[src/rtl/seven_seg_scanner.sv]
// Four-digit multiplexed seven-segment scanner with double-buffered display data.
// Outputs are registered from next-state values so they line up with cnt/idx/disp.
`timescale 1ns/1ps

module seven_seg_scanner #(
  parameter int CLK_DIV          = 50000,
  parameter int BLANK_CYCLES     = 4,
  parameter bit ANODE_ACTIVE_LOW = 1'b1
) (
  input  logic        i_clk,
  input  logic        i_rst,
  input  logic [15:0] i_data,
  input  logic [3:0]  i_dp,
  input  logic        i_valid,
  output logic        o_ready,
  input  logic        i_blank_lz,
  output logic [3:0]  o_nibble,
  output logic [3:0]  o_anode,
  output logic        o_dp,
  output logic        o_frame_done
);

  localparam int             CW        = $clog2(CLK_DIV);
  localparam logic [CW-1:0]  CNT_LAST  = CW'(CLK_DIV - 1);
  localparam logic [CW-1:0]  BLANK_END = CW'(BLANK_CYCLES);
  localparam logic [3:0]     ANODE_OFF = ANODE_ACTIVE_LOW ? 4'hF : 4'h0;

  typedef enum logic {
    PH_BLANK,
    PH_DRIVE
  } phase_t;

  localparam phase_t PHASE_START = (BLANK_CYCLES > 0) ? PH_BLANK : PH_DRIVE;

  logic [CW-1:0] cnt, cnt_next;
  logic [1:0]    idx, idx_next;
  phase_t        phase, phase_next;

  logic [15:0]   disp_data, disp_data_next;
  logic [3:0]    disp_dp, disp_dp_next;
  logic [15:0]   pend_data;
  logic [3:0]    pend_dp;
  logic          pend_full;

  logic          slot_end;
  logic          frame_end;
  logic          load;

  logic [3:0]    digit_zero;
  logic [3:0]    lz_mask;
  logic          suppress;
  logic [3:0]    onehot;
  logic [3:0]    anode_next;
  logic [3:0]    nibble_next;
  logic          dp_next;

  assign o_ready   = ~pend_full;
  assign load      = i_valid & ~pend_full;
  assign slot_end  = (cnt == CNT_LAST);
  assign frame_end = slot_end & (idx == 2'd3);

  assign cnt_next = slot_end ? '0 : cnt + 1'b1;
  assign idx_next = slot_end ? idx + 2'd1 : idx;

  // The display only swaps on a frame boundary, and only if something was waiting before it.
  assign disp_data_next = (frame_end & pend_full) ? pend_data : disp_data;
  assign disp_dp_next   = (frame_end & pend_full) ? pend_dp   : disp_dp;

  always_ff @(posedge i_clk or posedge i_rst) begin
    if (i_rst) begin
      cnt   <= '0;
      idx   <= 2'd0;
      phase <= PHASE_START;
    end else begin
      cnt   <= cnt_next;
      idx   <= idx_next;
      phase <= phase_next;
    end
  end

  always_comb begin
    phase_next = phase;
    case (phase)
      PH_BLANK: if (cnt_next == BLANK_END) phase_next = PH_DRIVE;
      PH_DRIVE: if (slot_end && (BLANK_CYCLES > 0)) phase_next = PH_BLANK;
      default:  phase_next = PHASE_START;
    endcase
  end

  always_ff @(posedge i_clk or posedge i_rst) begin
    if (i_rst) begin
      disp_data <= 16'h0000;
      disp_dp   <= 4'h0;
      pend_data <= 16'h0000;
      pend_dp   <= 4'h0;
      pend_full <= 1'b0;
    end else begin
      disp_data <= disp_data_next;
      disp_dp   <= disp_dp_next;
      if (load) begin
        pend_data <= i_data;
        pend_dp   <= i_dp;
        pend_full <= 1'b1;
      end else if (frame_end) begin
        pend_full <= 1'b0;
      end
    end
  end

  // A digit is a leading zero when it and every digit above it are zero; digit 0 always shows.
  always_comb begin
    for (int k = 0; k < 4; k++) begin
      digit_zero[k] = (disp_data_next[4*k +: 4] == 4'h0);
    end
    lz_mask[3] = digit_zero[3];
    lz_mask[2] = digit_zero[3] & digit_zero[2];
    lz_mask[1] = digit_zero[3] & digit_zero[2] & digit_zero[1];
    lz_mask[0] = 1'b0;
  end

  always_comb begin
    suppress    = i_blank_lz & lz_mask[idx_next];
    onehot      = 4'b0001 << idx_next;
    nibble_next = disp_data_next[{idx_next, 2'b00} +: 4];
    anode_next  = ANODE_OFF;
    dp_next     = 1'b0;
    if (phase_next == PH_DRIVE) begin
      dp_next = disp_dp_next[idx_next];
      if (!suppress) begin
        anode_next = ANODE_ACTIVE_LOW ? ~onehot : onehot;
      end
    end
  end

  always_ff @(posedge i_clk or posedge i_rst) begin
    if (i_rst) begin
      o_nibble     <= 4'h0;
      o_anode      <= ANODE_OFF;
      o_dp         <= 1'b0;
      o_frame_done <= 1'b0;
    end else begin
      o_nibble     <= nibble_next;
      o_anode      <= anode_next;
      o_dp         <= dp_next;
      o_frame_done <= frame_end;
    end
  end

endmodule

[config.mk]
export PLATFORM = sky130hd
export DESIGN_NAME = seven_seg_scanner
export DESIGN_NICKNAME = d
export VERILOG_FILES = /design/src/rtl/seven_seg_scanner.sv
export SDC_FILE = /design/constraint.sdc
export NUM_CORES = 1
export LEC_CHECK = 0
export ABC_AREA = 1
export ABC_CLOCK_PERIOD_IN_PS = 3400
export BUFFER_PORTS_ARGS = -buffer_cell sky130_fd_sc_hd__buf_2
export CAP_MARGIN = 20
export CORE_MARGIN = 3
export CORE_UTILIZATION = 40
export CTS_CLUSTER_SIZE = 40
export DETAILED_ROUTE_END_ITERATION = 12
export GPL_ROUTABILITY_DRIVEN = 1
export PLACE_DENSITY = 0.59
export SYNTH_ARGS = -nofsm -noshare
export SYNTH_HDL_FRONTEND = slang
export SYNTH_SLANG_ARGS = --single-unit
export TNS_END_PERCENT = 1
[constraint.sdc]
create_clock -name i_clk -period 3.4 [get_ports i_clk]
set_input_delay 0.34 -clock i_clk [delete_from_list [all_inputs] [get_ports i_clk]]
set_output_delay 0.34 -clock i_clk [all_outputs]
set_load 0.1 [all_outputs]
; Word level (Yosys, flattened, before mapping)
; Index checks and enable logic that the tools add are counted.
[totals]
reg_bits = 70
input_bits = 24
elab_cells = 49
[classes]
addsub = 2
order_cmp = 1
n_eq_ne = 3
shifts = 2
mux = 16
n_bitwise = 9
reduce_logical = 4
[ops]
columns = op, count
row1 = two-way mux 16 bit, 2
row2 = adder 16 x 1 -> 16 bit (second input constant), 1
row3 = == test 16 bit (second input constant), 1
row4 = == test 16 x 3 -> 1 bit (second input constant), 1
row5 = variable part select 16 x 5 -> 4 bit, 1
row6 = zero test 4 bit, 3
row7 = two-way mux 4 bit, 3
row8 = two-way mux 1 bit, 7
row9 = bitwise AND 1 bit, 6
row10 = binary-select mux 1 bit (select 2 bit), 2
row11 = inverter 4 bit, 1
row12 = left shift 1 x 2 -> 4 bit (first input constant), 1
row13 = < comparator 2 x 3 -> 1 bit (second input constant), 1
row14 = adder 2 x 1 -> 2 bit (second input constant), 1
row15 = == test 2 bit (second input constant), 1
row16 = two-way mux 2 bit, 1
row17 = inverter 1 bit, 2
row18 = one-hot mux 1 bit (2 select lines), 1
row19 = nonzero test 2 bit, 1

; Longest topological paths before layout
; Gate-level depths: netlist (run 1).
[depth]
ltp_word = 12
depth_mapped = 13

; Worst setup path before layout (run 1)
; No wires, ideal clock.
[synth_path]
path_kind = reg-to-reg
start = register pend_full
end = register pend_data[12]
t_arrival_ps = 2001
required_time_ps = 3275
setup_slack_ps = 1275
path_stages_with_launch = 5
cell_sequence = dfrtp_1 > inv_1 > nand2_1 > buf_2 > mux2_2
[synth_via]
elab_chain_len = 2
[synth_lines]
columns = item, line
row1 = start: declaration, 43  ; logic pend_full;
row2 = start signal: assignment, 96  ; pend_full <= 1'b0;
row3 = start signal: assignment, 103  ; pend_full <= 1'b1;
row4 = start signal: assignment, 105  ; pend_full <= 1'b0;
row5 = inverter 1 bit, n/a
row6 = net o_ready, 15  ; output logic o_ready,
row7 = bitwise AND 1 bit, 58  ; assign load = i_valid & ~pend_full;
row8 = end signal: assignment, 101  ; pend_data <= i_data;
row9 = end: declaration, 41  ; logic [15:0] pend_data;
; The timed path passes the listed nets, and every way through them passes these cells.
; A chain may end at the register's enable or synchronous reset.

; Worst setup path after layout (run 1)
[layout_path]
start = register cnt[0]
end = register o_anode[1]
[layout_via]
elab_chain_len = 12
elab_cells_between_ends = 23
[layout_lines]
columns = item, line
row1 = start: declaration, 35  ; logic [CW-1:0] cnt, cnt_next;
row2 = start signal: assignment, 75  ; cnt <= cnt_next;
row3 = == test 16 bit, 59  ; assign slot_end = (cnt == CNT_LAST);
row4 = bitwise AND 1 bit, 60  ; assign frame_end = slot_end & (idx == 2'd3);
row5 = bitwise AND 1 bit, 66  ; assign disp_data_next = (frame_end & pend_full) ? pend_data : disp_data;
row6 = two-way mux 16 bit, 66
row7 = zero test 4 bit, 113  ; digit_zero[k] = (disp_data_next[4*k +: 4] == 4'h0);
row8 = bitwise AND 1 bit, "116, 117"
row9 = bitwise AND 1 bit, 117  ; lz_mask[1] = digit_zero[3] & digit_zero[2] & digit_zero[1];
row10 = binary-select mux 1 bit (select 2 bit), 122  ; suppress = i_blank_lz & lz_mask[idx_next];
row11 = two-way mux 1 bit (not written as such), 122
row12 = bitwise AND 1 bit, 122
row13 = two-way mux 4 bit, 129  ; if (!suppress) begin
row14 = two-way mux 4 bit (*), 127  ; if (phase_next == PH_DRIVE) begin
row15 = net anode_next[1], 53  ; logic [3:0] anode_next;
row16 = end signal: assignment, 143  ; o_anode <= anode_next;
row17 = end: declaration, 18  ; output logic [3:0] o_anode,
; Mark *: on every way through the listed nets, which the timed path passes. The rest lies on a longest branch. The select of a mux whose other input is x is not followed.

==> results.toml, run 1 <==
[cells_and_area]
diodes = 0
area_growth_pct = 15.7
num-nets-final = 455
post-route-util_pct = 48.7
drive_gt1_share_pct = 21.4
final_area_um2 = 3840

[floorplan]
io_pins = 35
coreArea_um2 = 7890
dieArea_um2 = 9440
placementRows = 32
fp.dieW_um = 97.2
start_util_pct = 42.1
fp.dieH_um = 97.2

[cts]
root_buffer = "clkbuf_8"
hold_buffers = 1
tritoncts = "built"
cts_buffers = 9
cts_resized = 0
cts.sinks = 70
clk_latency_ns = 0.35
htree_num_levels = 3
cts_setup_buffers = 0
clk_pin_slew_ns = 0.08
cts_buffer_depth = 2

[power]
power_per_cell_area_nw_per_um2 = 436
ir_drop_v = 0.000202
total_power_mw = 1.68
p_leak_nw = 2.05

[setup_path]
critical-path-slowest-cell = "o21ai_0"
path_cells = "ha_1, nand3_4, nor3_2, nand4_2, o21ai_0, nand3_1, nand2_1, nand3_1, nand2_1"
slowest_delay_ns = 0.49
cp.arrival_ns = 2.57
cp_max_fo = 8
cp_data_required_time_ns = 3.68
cp-start-kind = "flop"
end_kind = "flop"
crit_type = "reg -> reg"

[drt]
dr_total_vias = 2608
vias_per_cell = 4.87
wl_um = 7340
wl_per_cell_um = 13.7
drt_pass1_iterations = 5
drc = 0
ant_nets = 0
drtIter0Drc = 114

[global_route]
antenna_found_initial = 0
grt_max_degree = 29
grt_pass1_wl_um = 12600
first_global_vias = 2590
grt_usage_pct = 16.7
gr-total-overflow = 0

[placement]
gp_congestion = 0.986
dpl_cell_area_um2 = 3610
hpwlAfterDp_um = 5560
port_buffers = 34

[sta]
rsz0062_at_grt = "false"
fin_crit_ns = 2.29
setup_viol = 0
clock.fmax_mhz = 437
fin_crit_sh_pct = 67.3
tns_ns = 0
slew_headroom_pct = 38.2
finalMaxSlewViolations = 0
hold_viol_final = 0
worst_clock_skew_ns = 0.0153
tightest_slew_ns = 0.924

[run]
max_cap_violations = 0

[run_status]
status = "finished clean"

[synth]
ys_seq_elements = 70
syn-num-nets = 411
syn_area_per_cell_um2 = 8.63
seq_area_frac_synth_pct = 52.8
syn_area_um2 = 3320
yosys_warnings = 0
synth_cell_types = 34
synth_cells = 385

[hold_path]
hold_path_class = "in -> reg"
-- cell type report --
cell class	count	area [um2]
multi-input cells	259	1350
clock buffers	11	141
clock inverters	5	81.3
inverters	52	195
well taps	102	128
fillers	777	4040
repair buffers	37	195
flip-flops and latches	70	1760
-- cells in the final DEF, fill, tap and decap left out, drive strengths merged, types with 4 or more instances in the layout --
| cell | synthesis | layout |
|---|---|---|
| inv | 52 | 53 |
| nor2 | 58 | 58 |
| nand2 | 119 | 119 |
| o21ai | 15 | 15 |
| mux2 | 13 | 13 |
| nand3 | 20 | 20 |
| nand4 | 10 | 10 |
| buf | 3 | 36 |
| dfrtp | 66 | 66 |
| dfstp | 4 | 4 |
| a21oi | 10 | 10 |
| clkbuf | 1 | 11 |
-- synth_stat cells --
cell       number  area [um2]
nand2_1       115         432
dfrtp_1        66        1650
inv_1          50         188
nor2_1         49         184
nand3_1        18        90.1
mux2_2         13         146
a21oi_1         9        45.0
nand4_1         8        50.1
o21ai_1         8        40.0
nor2_4          5        56.3
o21ai_0         5        25.0
dfstp_2         4         105
nand2_2         4        25.0
nor2_2          4        25.0
o2111ai_1       3        26.3
buf_2           2        10.0
ha_1            2        25.0
inv_2           2        7.51
o21a_1          2        15.0
o21ai_2         2        17.5
a21oi_2         1        8.76
a31oi_1         1        6.26
buf_6           1        11.3
clkbuf_1        1        3.75
nand3_2         1        10.0
nand3_4         1        17.5
nand3b_1        1        7.51
nand4_2         1        12.5
nand4_4         1        21.3
nor3_2          1        10.0
nor3b_1         1        7.51
o21bai_1        1        7.51
xnor2_4         1        27.5
xor2_1          1        8.76
-- critical path: cells and delay by family, from the launching register on --
kind	cells	cell delay [ns]
AOI/OAI and AO/OA	1	0.49
DFF	1	0.41
adders and majority gates	1	0.35
and+or+nand+nor	7	0.99
-- metrics by stage --
stage	instances	hold WS (ns)	worst slack, ns
2_1_floorplan	385	0.445	1.27
3_3_place_gp	519	0.351	1.19
3_5_place_dp	519	0.367	1.15
4_1_cts	536	0.208	1.12
5_1_grt	536	0.212	0.945
6_report	536	0.220	1.11
-- sequential cells by signal (all words and copies together) (netlist names) --
| register | cells |
|---|---|
| pend_data | 16 |
| o_dp | 1 |
| phase | 1 |
| disp_dp | 4 |
| cnt | 16 |
| disp_data | 16 |
| o_frame_done | 1 |
| o_nibble | 4 |
| idx | 2 |
| pend_dp | 4 |
| o_anode | 4 |
| pend_full | 1 |
-- routing by layer --
| layer | track usage, % | vias up | share of wire [%] |
|---|---|---|---|
| met1 | 23.0 | 1221 | 47 |
| met4 | 8.32 | 0 | 2.7 |
| met3 | 3.80 | 19 | 4.8 |
| met5 | 0 | - | 0 |
| li1 | - | 1301 | - |
| met2 | 24.7 | 67 | 45 |
-- power by group --
part	total (mW)	switching (mW)	internal, mW
Clock	0.761	0.326	0.435
Combinational	0.0542	0.0295	0.0247
Sequential	0.862	0.00892	0.853
Total	1.68	0.365	1.31
-- cells by family after synthesis --
group                      after synthesis  share of synthesized area, %
adders and majority gates                2                         0.753
xor gates and xnor gates                 2                          1.09
AOI/OAI and AO/OA                       32                          5.76
buffers and inverters                   56                          6.62
muxes                                   13                          4.40
DFF                                     70                          52.8
and+or+nand+nor                        210                          28.5
-- final timing paths --
| check | from | end | slack (ns) | cells past startpoint |
|---|---|---|---|---|
| worst max-delay path | cnt[0] | o_anode[1] | 1.11 | 9 |
| worst min-delay path | i_data[0] | pend_data[0] | 0.22 | 2 |
| worst max register to register | cnt[0] | o_anode[1] | 1.11 | 9 |
| worst min register to register | disp_data[0] | disp_data[0] | 0.49 | 2 |
| max in group asynchronous | i_rst | o_anode[0] | 2.13 | 4 |
| min in group asynchronous | i_rst | cnt[9] | 0.52 | 3 |
No activity file was read; power rests on OpenSTA's default activity.
==> run 2, diff against run 1 <==
ABC_AREA = 0   (was 1)
ABC_CLOCK_PERIOD_IN_PS = 2200   (was 3400)
clock period = 2.2 ns   (was 3.4 ns; I/O delays follow)
==> results.toml, run 2 <==
[synth]
synth_ff_type = "dfrtp_1"
synth_edf_count = 0
yosys.area_share.adder_pct = 0.771
ys_seq_elements = 70
synth.most_common_cell = "dfrtp_1"
yosys_warnings = 0
muxShareOfSynthArea_pct = 19.3
async_reset_ff_share_pct = 100
synth_compound_area_share_pct = 5.82
ys_top_cells_by_area = "dfrtp_1 (51%), mux2_2 (9.4%), mux2_4 (8.3%)"
synthXorXnorAreaFrac_pct = 3.74
synth_top_cell_by_area = "dfrtp_1"
synth_top_area_share_pct = 50.9
yosys.area_share.simple_pct = 13.2
syn_area_per_cell_um2 = 13.2
seq_area_frac_synth_pct = 54.1
syn_area_um2 = 3240
synth_top_family_by_area = "multiplexers"
synth_commonest_cells = "dfrtp_1 (66), mux2_2 (27), mux2_4 (18), nand2_1 (12), nor2_1 (12)"
synth_cell_types = 49
syn-num-nets = 272
synth_cells = 246

[cells_and_area]
diodes = 0
layout_common_cells = "dfrtp_1 (65), buf_4 (41), buf_2 (34)"
reg_top3 = "cnt (16), disp_data (16), pend_data (16)"
num-nets-final = 352
drive_gt1_share_pct = 50.8
layout_commonest_cell = "dfrtp_1"
area_growth_pct = 28.1

[sta]
slew_headroom_pct = 61.3
fin_crit_ns = 2.31
fin_crit_sh_pct = 105
hold_viol_final = 0
worst_clock_skew_ns = 0.00892
tns_ns = -0.334
clock.fmax_mhz = 433
holdWs_ns = 0.0972
setup_ws_ns = -0.110
rsz0062_at_grt = "true"
finalMaxSlewViolations = 0
setup_viol = 5
tightest_slew_ns = 0.577

[global_route]
grt_pass1_wl_um = 11000
grtUsageMet3_pct = 3.83
grt_max_degree = 71
antenna_found_initial = 0
grt_usage_pct = 16.3
grt-busiest-layer = "met2"
first_global_vias = 2244
met1_usage_pct = 22.6
gr-total-overflow = 0
use_met2_pct = 24.0

[placement]
port_buffers = 34
gp_congestion = 0.831
hpwlAfterDp_um = 4850

[cts]
clk_pin_slew_ns = 0.08
cts_buffers = 9
cts.sinks = 70
htree_num_levels = 3
clk_latency_ns = 0.35
root_buffer = "clkbuf_8"
cts_buffer_depth = 2
tritoncts = "built"

[drt]
dr_total_vias = 2207
drc = 0
ant_nets = 0
wl_per_cell_um = 15.5
wl_um = 6710
drt_pass1_iterations = 4
drtIter0Drc = 131
vias_per_cell = 5.10

[setup_path]
slowest_delay_ns = 0.42
cp_max_fo = 6
cp-start-kind = "flop"
cp_data_required_time_ns = 2.42
path_cells = "ha_4, and3_4, nor4_4, o2111ai_1, a2111o_1, o41ai_4, buf_4, nand4_1"
cp.arrival_ns = 2.53
crit_type = "reg -> reg"
critical-path-slowest-cell = "dfrtp_1"
end_kind = "flop"

[power]
power_per_cell_area_nw_per_um2 = 629
ir_drop_v = 0.000429
p_leak_nw = 2.04

[floorplan]
placementRows = 32
dieArea_um2 = 9230
io_pins = 35
fp.dieW_um = 96.1
fp.dieH_um = 96.1
coreArea_um2 = 7810
start_util_pct = 41.6

[run_status]
status = "complete, but fails checks"
violations = "negative setup slack"

[hold_path]
hold_path_class = "in -> reg"

[run]
max_cap_violations = 0
==> run 2: cell count changes after synthesis, moves of 7 or more <==
| cell | before | now |
|---|---|---|
| mux2_4 | 0 | 18 |
| nand3_1 | 18 | 10 |
| inv_1 | 50 | 5 |
| o21ai_1 | 8 | 0 |
| nor2_1 | 49 | 12 |
| nor4_1 | 0 | 7 |
| mux2_2 | 13 | 27 |
| a21oi_1 | 9 | 0 |
| nand2_1 | 115 | 12 |
==> run 2: cell families after synthesis <==
group	Yosys count
compound gates	22
fa+ha+maj	2
xor+xnor	13
mux	50
flops	70
simple gates	72
buf+inv	17
==> run 2: layer usage <==
metal  wire length [um]  vias up
li1                   -     1066
met1               3300     1098
met2               3040       34
met3                234        9
met4                131        0
met5                  0        -
==> run 2: layout make-up <==
| type | count | area, um2 |
|---|---|---|
| Sequential cell | 70 | 1760 |
| Fill cell | 685 | 3650 |
| Timing Repair Buffer | 79 | 548 |
| Clock inverter | 6 | 85.1 |
| Tap cell | 102 | 128 |
| Clock buffer | 10 | 138 |
| Inverter | 7 | 28.8 |
| Multi-Input combinational cell | 159 | 1470 |
==> run 2: through the flow <==
step / total power, mW / setup WS (ns) / std cells / utilization, % / area (um2)
after floorplan: 1.44 / 0.0198 / 246 / - / 3260
after global placement: 1.48 / -0.224 / 416 / 49.3 / 3850
after detailed placement: 1.49 / -0.301 / 416 / 49.3 / 3850
after CTS: 2.65 / -0.142 / 433 / 52.6 / 4110
after global routing: 2.73 / -0.177 / 433 / 53.2 / 4160
final: 2.62 / -0.110 / 433 / 53.2 / 4160
==> run 2: path summary, 6_finish.rpt <==
check / endpoint / slack [ns] / startpoint / depth (start not counted)
max: o_anode[2] / -0.11 / cnt[0] / 8
max in group asynchronous: o_anode[2] / 1.37 / i_rst / 4
max reg2reg: o_anode[2] / -0.11 / cnt[0] / 8
min reg2reg: disp_dp[1] / 0.50 / disp_dp[1] / 1
min in group asynchronous: cnt[5] / 0.48 / i_rst / 4
min: pend_data[8] / 0.1 / i_data[8] / 2
==> run 2: report_power, final <==
group	switching, mW	leakage (nW)	internal (mW)	total [mW]
logic	0.0428	1.03	0.0544	0.0972
registers	0.0314	0.906	1.33	1.36
clock network	0.493	0.108	0.665	1.16
total	0.567	2.04	2.05	2.62
==> run 2: repair_timing <==
action	in CTS	in global routing
pin swaps	2	3
setup buffers	0	0
cloned	0	0
gates resized for setup	8	9
hold buffers	1	0
endpoints found under the setup margin	10	10
endpoints found under the hold margin	66	0
==> run 2: critical path, delay by kind of cell, from the launching register on <==
| family | cells | cell delay, ns |
|---|---|---|
| buffers and inverters | 1 | 0.21 |
| AO/OA/AOI/OAI | 3 | 0.79 |
| adder cells (fa/ha/maj) | 1 | 0.19 |
| flip-flops | 1 | 0.42 |
| AND/OR/NAND/NOR | 3 | 0.57 |
